==> src/rtl/poly_tone_pkg.sv <==
// Shared constants, note typedef and the half-period table for poly_tone_synth.
package poly_tone_pkg;

  localparam int NOTE_COUNT = 16;

  typedef logic [3:0] note_t;

  // Chromatic C4..D#5 in centi-hertz.
  function automatic int unsigned note_fc(input note_t n);
    case (n)
      4'd0:    return 26163;
      4'd1:    return 27718;
      4'd2:    return 29366;
      4'd3:    return 31113;
      4'd4:    return 32963;
      4'd5:    return 34923;
      4'd6:    return 36999;
      4'd7:    return 39200;
      4'd8:    return 41530;
      4'd9:    return 44000;
      4'd10:   return 46616;
      4'd11:   return 49388;
      4'd12:   return 52325;
      4'd13:   return 55437;
      4'd14:   return 58733;
      default: return 62225;
    endcase
  endfunction

  // Half period in clocks, rounded to nearest: clk_hz / (2 * f).
  function automatic int unsigned hp(input note_t n, input longint unsigned clk_hz);
    longint unsigned fc;
    fc = 64'(note_fc(n));
    return 32'((clk_hz * 64'd100 + fc) / (64'd2 * fc));
  endfunction

  // C4 has the longest half period, so it sizes every voice counter.
  function automatic int cnt_w(input longint unsigned clk_hz);
    return $clog2(64'(hp(4'd0, clk_hz)) + 64'd1);
  endfunction

endpackage

==> src/rtl/poly_tone_synth_if.sv <==
// Keyboard-side bus of poly_tone_synth: per-voice note/hush in, per-voice tone and speaker out.
interface poly_tone_synth_if #(
  parameter int NUM_VOICES = 4
);

  logic [4*NUM_VOICES-1:0] note;
  logic [NUM_VOICES-1:0]   hush;
  logic [NUM_VOICES-1:0]   tone;
  logic                    speaker;

  modport master (output note, hush, input tone, speaker);
  modport slave  (input note, hush, output tone, speaker);

endinterface

==> src/rtl/poly_tone_synth_voice.sv <==
// tone_voice: one square-wave voice; note/hush registered, tone 1 clock behind its counter; no backpressure.
// With TONE_DECAY_EN the voice carries an amplitude envelope stepped by a shared decay tick.
module tone_voice
  import poly_tone_pkg::*;
#(
  parameter int CLK_HZ = 100000000,
  parameter int AMP_W  = 4
) (
  input  logic             clk,
  input  logic             rst_n,
  input  note_t            note,
  input  logic             hush,
`ifdef TONE_DECAY_EN
  input  logic             decay_tick,
`endif
  output logic             tone,
  output logic [AMP_W-1:0] lvl
);

  localparam int CNT_W = cnt_w(CLK_HZ);
  localparam logic [AMP_W-1:0] AMP_FULL = '1;

  logic [CNT_W-1:0] hp_m1 [NOTE_COUNT];
  for (genvar i = 0; i < NOTE_COUNT; i++) begin : g_hp
    assign hp_m1[i] = CNT_W'(hp(note_t'(i), CLK_HZ) - 1);
  end

  note_t            note_q;
  logic             hush_q;
  logic [CNT_W-1:0] cnt;
  logic             chg;

  assign chg = (note != note_q);

  // A new note restarts the period from the capturing edge; hush overrides everything.
  always_ff @(posedge clk or negedge rst_n) begin
    if (!rst_n) begin
      note_q <= '0;
      hush_q <= 1'b0;
      cnt    <= '0;
      tone   <= 1'b0;
    end else begin
      note_q <= note;
      hush_q <= hush;
      if (hush_q) begin
        cnt  <= '0;
        tone <= 1'b0;
      end else if (chg) begin
        cnt <= '0;
      end else if (cnt == hp_m1[note_q]) begin
        cnt  <= '0;
        tone <= ~tone;
      end else begin
        cnt <= cnt + 1'b1;
      end
    end
  end

`ifdef TONE_DECAY_EN
  logic [AMP_W-1:0] amp;

  // Each strike (hush release or note change) reloads the envelope to full.
  always_ff @(posedge clk or negedge rst_n) begin
    if (!rst_n) begin
      amp <= AMP_FULL;
    end else if ((hush_q && !hush) || chg) begin
      amp <= AMP_FULL;
    end else if (decay_tick && (amp != '0)) begin
      amp <= amp - 1'b1;
    end
  end

  assign lvl = (tone && !hush_q) ? amp : '0;
`else
  assign lvl = (tone && !hush_q) ? AMP_FULL : '0;
`endif

endmodule

==> src/rtl/poly_tone_synth.sv <==
// poly_tone_synth: NUM_VOICES square-wave voices mixed by a 1st-order sigma-delta onto one speaker bit.
// Speaker trails tone by 1 clock, no backpressure; optional envelope decay under TONE_DECAY_EN.
module poly_tone_synth
  import poly_tone_pkg::*;
#(
  parameter int NUM_VOICES = 4,
  parameter int CLK_HZ     = 100000000,
  parameter int AMP_W      = 4,
  parameter int DECAY_DIV  = 1000000
) (
  input logic               clk,
  input logic               rst_n,
  poly_tone_synth_if.slave  bus
);

  localparam int LVL_W = AMP_W + $clog2(NUM_VOICES + 1);
  localparam int ACC_W = LVL_W + 1;
  localparam logic [ACC_W-1:0] FS = ACC_W'(NUM_VOICES * (2**AMP_W - 1));

  if (NUM_VOICES < 1 || NUM_VOICES > 8 || DECAY_DIV < 1) begin : g_bad_cfg
    $error("poly_tone_synth: parameter out of range");
  end

`ifdef TONE_DECAY_EN
  localparam int PRE_W = (DECAY_DIV > 1) ? $clog2(DECAY_DIV) : 1;

  logic [PRE_W-1:0] pre;
  logic             decay_tick;

  assign decay_tick = (pre == PRE_W'(DECAY_DIV - 1));

  always_ff @(posedge clk or negedge rst_n) begin
    if (!rst_n) begin
      pre <= '0;
    end else begin
      pre <= decay_tick ? '0 : pre + 1'b1;
    end
  end
`endif

  logic [NUM_VOICES-1:0] tone_w;
  logic [AMP_W-1:0]      lvl [NUM_VOICES];

  for (genvar v = 0; v < NUM_VOICES; v++) begin : g_voice
    tone_voice #(
      .CLK_HZ (CLK_HZ),
      .AMP_W  (AMP_W)
    ) u_voice (
      .clk        (clk),
      .rst_n      (rst_n),
      .note       (bus.note[4*v +: 4]),
      .hush       (bus.hush[v]),
`ifdef TONE_DECAY_EN
      .decay_tick (decay_tick),
`endif
      .tone       (tone_w[v]),
      .lvl        (lvl[v])
    );
  end

  logic [LVL_W-1:0] level;
  logic [ACC_W-1:0] acc;
  logic [ACC_W-1:0] acc_base;
  logic [ACC_W-1:0] acc_next;
  logic             speaker_q;

  always_comb begin
    level = '0;
    for (int v = 0; v < NUM_VOICES; v++) begin
      level = level + LVL_W'(lvl[v]);
    end
  end

  // speaker_q always equals (acc >= FS), so acc_base stays in [0, FS) and acc_next below 2*FS.
  always_comb begin
    acc_base = speaker_q ? (acc - FS) : acc;
    acc_next = acc_base + ACC_W'(level);
  end

  always_ff @(posedge clk or negedge rst_n) begin
    if (!rst_n) begin
      acc       <= '0;
      speaker_q <= 1'b0;
    end else begin
      acc       <= acc_next;
      speaker_q <= (acc_next >= FS);
    end
  end

  assign bus.tone    = tone_w;
  assign bus.speaker = speaker_q;

endmodule

==> src/flat_wrapper.sv <==
// flat-port wrapper written by rule: the top's interface ports become plain ports
module poly_tone_synth_flat import poly_tone_pkg::*;
#(
  parameter int NUM_VOICES = 4,
  parameter int CLK_HZ     = 100000000,
  parameter int AMP_W      = 4,
  parameter int DECAY_DIV  = 1000000
)
  (clk, rst_n, bus_note, bus_hush, bus_tone, bus_speaker);
  poly_tone_synth_if #(.NUM_VOICES(NUM_VOICES)) bus_i ();
  input logic clk;
  input logic rst_n;
  input wire logic [$bits(bus_i.note)-1:0] bus_note;
  input wire logic [$bits(bus_i.hush)-1:0] bus_hush;
  output wire logic [$bits(bus_i.tone)-1:0] bus_tone;
  output wire logic [$bits(bus_i.speaker)-1:0] bus_speaker;
  assign bus_i.note = bus_note;
  assign bus_i.hush = bus_hush;
  assign bus_tone = bus_i.tone;
  assign bus_speaker = bus_i.speaker;
  poly_tone_synth #(.NUM_VOICES(NUM_VOICES), .CLK_HZ(CLK_HZ), .AMP_W(AMP_W), .DECAY_DIV(DECAY_DIV)) u_core (.clk(clk), .rst_n(rst_n), .bus(bus_i));
endmodule
==> config.mk <==
export PLATFORM = sky130hd
export DESIGN_NAME = poly_tone_synth_flat
export DESIGN_NICKNAME = d
export VERILOG_FILES = /design/src/rtl/poly_tone_pkg.sv /design/src/rtl/poly_tone_synth_if.sv /design/src/rtl/poly_tone_synth_voice.sv /design/src/rtl/poly_tone_synth.sv /design/src/flat_wrapper.sv
export SDC_FILE = /design/constraint.sdc
export NUM_CORES = 1
export LEC_CHECK = 0
export CAP_MARGIN = 20
export CORE_MARGIN = 2
export CORE_UTILIZATION = 45
export DETAILED_ROUTE_END_ITERATION = 8
export PLACE_DENSITY_LB_ADDON = 0.12
export SLEW_MARGIN = 30
export SYNTH_ARGS = -nofsm -noshare
export SYNTH_HDL_FRONTEND = slang
export SYNTH_HIERARCHICAL = 1
export SYNTH_SLANG_ARGS = --single-unit
==> constraint.sdc <==
create_clock -name clk -period 3.88 [get_ports clk]
set_input_delay 0.776 -clock clk [delete_from_list [all_inputs] [get_ports clk]]
set_output_delay 0.776 -clock clk [all_outputs]
set_load 0.01 [all_outputs]
==> flow_summary.yaml <==
synth:
  yosys.area_share.adder_pct: 8.76
  seq_area_frac_synth_pct: 29.9
  syn-instance-count: 1005
  syn_area_sq_mm: 0.00880
  synth-edff-count: 0
  synth.most_common_cell: "nor2_1"
  syn_area_per_cell_sq_um: 8.76
  synth_top_family_by_area: "simple AND/OR/NAND/NOR gates"
  synth_compound_area_share_pct: 11.7
  synth_nets: 1082
  synth_ff_type: "dfrtp_1"
  synth-seq-cells: 105
  synthMuxAreaShare_pct: 4.71
  synth_top_cell_by_area: "dfrtp_1"
  synth_top_area_share_pct: 29.9
  synth_common_cells: "nor2_1 (113), dfrtp_1 (105), xnor2_1 (79), xor2_1 (74), nand2_1 (64)"
  synth-xor-area-share_pct: 15.2
  ys.warnings.count: 6
  ys_types: 82
  synth-async-reset-ratio_pct: 100
  yosys.area_share.simple_pct: 22.1
  yosys-top-cells-area: "dfrtp_1 (30%), xnor2_1 (7.9%), xor2_1 (7.4%)"
timing:
  worstMarginPinSlew_ps: 902
  fmaxAchievable_mhz: 265
  hold_violations: 0
  maxSlewHeadroom_pct: 39.9
  hold_ws_ps: 456
  period_needed_ps: 3770
  finClkSkew_ps: 10.0
  setup_viol: 0
  rsz0062_at_grt: "true"
  fin_tns_setup_ps: 0
  period_share_pct: 97.2
  drv_slew: 0
layout:
  drive_above_1_share_pct: 9.64
  fin_area_sq_mm: 0.00958
  area_growth_syn_to_layout_pct: 8.87
  nets: 1078
  stdcell_count: 1271
  n_fill_cell: 1848
  n_antenna_cell: 0
placement:
  gp_congestion: 0.861
  place_area_sq_mm: 0.00917
  dp.cells: 1248
  io_buffers: 26
  dp_hpwl_um: 13700
floorplan:
  die_x_um: 144
  rows: 51
  ios: 27
  coreArea_sq_mm: 0.0193
  initial_core_util_pct: 45.5
  die_h_um: 144
  dieArea_sq_mm: 0.0207
clock_network:
  hold_buffers: 0
  cts_buffers: 9
  cts_tree: "built"
  cts_buffer_depth: 2
  clk_latency_ps: 360
  htreeDepth: 3
  clk_pin_slew_ps: 80
  cts_root_buf: "clkbuf_16"
  clock-sinks: 105
min_path:
  hp-class: "primary input to asynchronous set/reset pin"
grt:
  overflow: 0
  grt_pass1_wl_um: 31700
  grt_antenna_before_repair: 0
  first_global_vias: 6193
  grt_max_degree: 54
  grt_usage_pct: 19.1
power_and_ir_drop:
  power_density_mw_per_mm2: 272
  vdd_drop_max_mv: 0.192
  p_leak_nw: 3.90
setup_path:
  required_ps: 4110
  cp.arrival_ps: 4000
  criticalPathCategory: "flop to flop"
  crit_fanout: 3
  startpoint: "u_core/g_voice[3].u_voice/hush_q"
  r2r-start: "u_core/g_voice[3].u_voice/hush_q"
  endpoint_kind: "flop"
  startpoint_type: "flop"
routing:
  wire_per_inst_um: 14.8
  via_per_inst: 5.23
  drt_wl_total_um: 18800
  antenna_left: 0
  drt_pass1_iterations: 5
  num_vias: 6649
  drtIter0Drc: 419
  drc_errors: 0
outcome:
  outcome: "finished, final reports clean"
flow_run:
  drv_cap: 0
placed cells by master, fill, tap and decap left out, types with 5 or more instances in the layout:
cell / n
and2_1: 5
xnor2_1: 79
o21ai_0: 33
or2_2: 7
a31oi_1: 9
or4_1: 6
nand2_1: 64
o22ai_1: 5
ha_1: 42
nor2_2: 10
clkdlybuf4s50_1: 25
dfrtp_1: 105
nand3_1: 30
o211ai_1: 7
nand4_1: 22
nor3_1: 17
and3_1: 18
nand2b_1: 21
nor2_1: 113
clkbuf_16: 9
mux2i_1: 23
fa_1: 10
xor2_1: 74
buf_4: 32
nor3b_1: 7
o2111ai_1: 5
o31ai_1: 9
a21oi_1: 21
inv_1: 58
nor2b_1: 21
a211oi_1: 6
nand4b_1: 8
final cells by class:
| type | instances | area (sq um) | share of cell area [%] |
|---|---|---|---|
| clock buffer | 12 | 256 | 2.68 |
| clock inverter | 4 | 51.3 | 0.535 |
| inverter | 63 | 239 | 2.49 |
| multi-input combinational | 763 | 5550 | 58.0 |
| sequential | 105 | 2630 | 27.4 |
| tap | 265 | 332 | 3.46 |
| timing repair buffer | 59 | 522 | 5.45 |
flip-flops by register name, summed over array words and instances (netlist names):
| register | flops |
|---|---|
| u_core/g_voice.u_voice/tone | 4 |
| u_core/acc | 8 |
| u_core/g_voice.u_voice/cnt | 72 |
| u_core/g_voice.u_voice/hush_q | 4 |
| u_core/g_voice.u_voice/note_q | 16 |
| u_core/bus.speaker | 1 |
repair_timing:
| action | 4_1_cts | 5_1_grt |
|---|---|---|
| gates resized for setup | 3 | 10 |
| buffers inserted | 1 | 6 |
| setup endpoints to repair | 1 | 1 |
| pin swaps | 0 | 11 |
| gates cloned | 0 | 0 |
layer usage:
| layer | vias to the layer above | track usage [%] | wire length (um) |
|---|---|---|---|
| met1 | 3123 | 28.8 | 9700 |
| li1 | 3421 | - | - |
| met3 | 12 | 3.13 | 628 |
| met4 | 0 | 4.33 | 177 |
| met5 | - | 0 | 0 |
| met2 | 93 | 28.6 | 8320 |
cell families (layout without fill, tap and decap cells):
family | after synthesis | after routing
fa+ha+maj | 55 | 55
compound gates | 146 | 146
buf+inv | 137 | 138
xor+xnor | 153 | 153
flops | 105 | 105
simple gates | 377 | 377
mux | 32 | 32
stage by stage:
step	worst slack (ps)	utilization [%]	total power, mW
CTS	22.2	49.1	2.64
finish	110	49.6	2.61
detailed placement	-52.7	47.4	1.66
floorplan	35.7	-	1.53
global placement	47.0	47.4	1.66
global route	-64.7	49.6	2.76
power by group:
part           switching [mW]  internal, mW  leakage, nW
clock network           0.420         0.537        0.149
logic                   0.267         0.223         2.33
registers              0.0376          1.12         1.42
total                   0.724          1.88         3.90
worst max-delay path, cell delays in order (launching register included):
cell and delay (ps):
dfrtp_1 420, nor2b_4 160, inv_2 50, fa_1 550, fa_1 420, fa_1 430, inv_1 70, ha_2 180
inv_2 40, fa_2 390, and2b_1 230, o221ai_2 100, a21oi_2 170, xnor2_1 100, a311o_1 320
worst paths after layout:
kind	cells past startpoint	endpoint	slack (ps)
max	14	u_core/bus.speaker	110
min	1	u_core/g_voice[0].u_voice/cnt[9]	460
max reg2reg	14	u_core/bus.speaker	110
min reg2reg	1	u_core/g_voice[0].u_voice/tone	470
max in group asynchronous	2	u_core/g_voice[2].u_voice/note_q[0]	2690
min in group clk	1	u_core/g_voice[0].u_voice/tone	470
No activity file was read; power rests on OpenSTA's default activity.
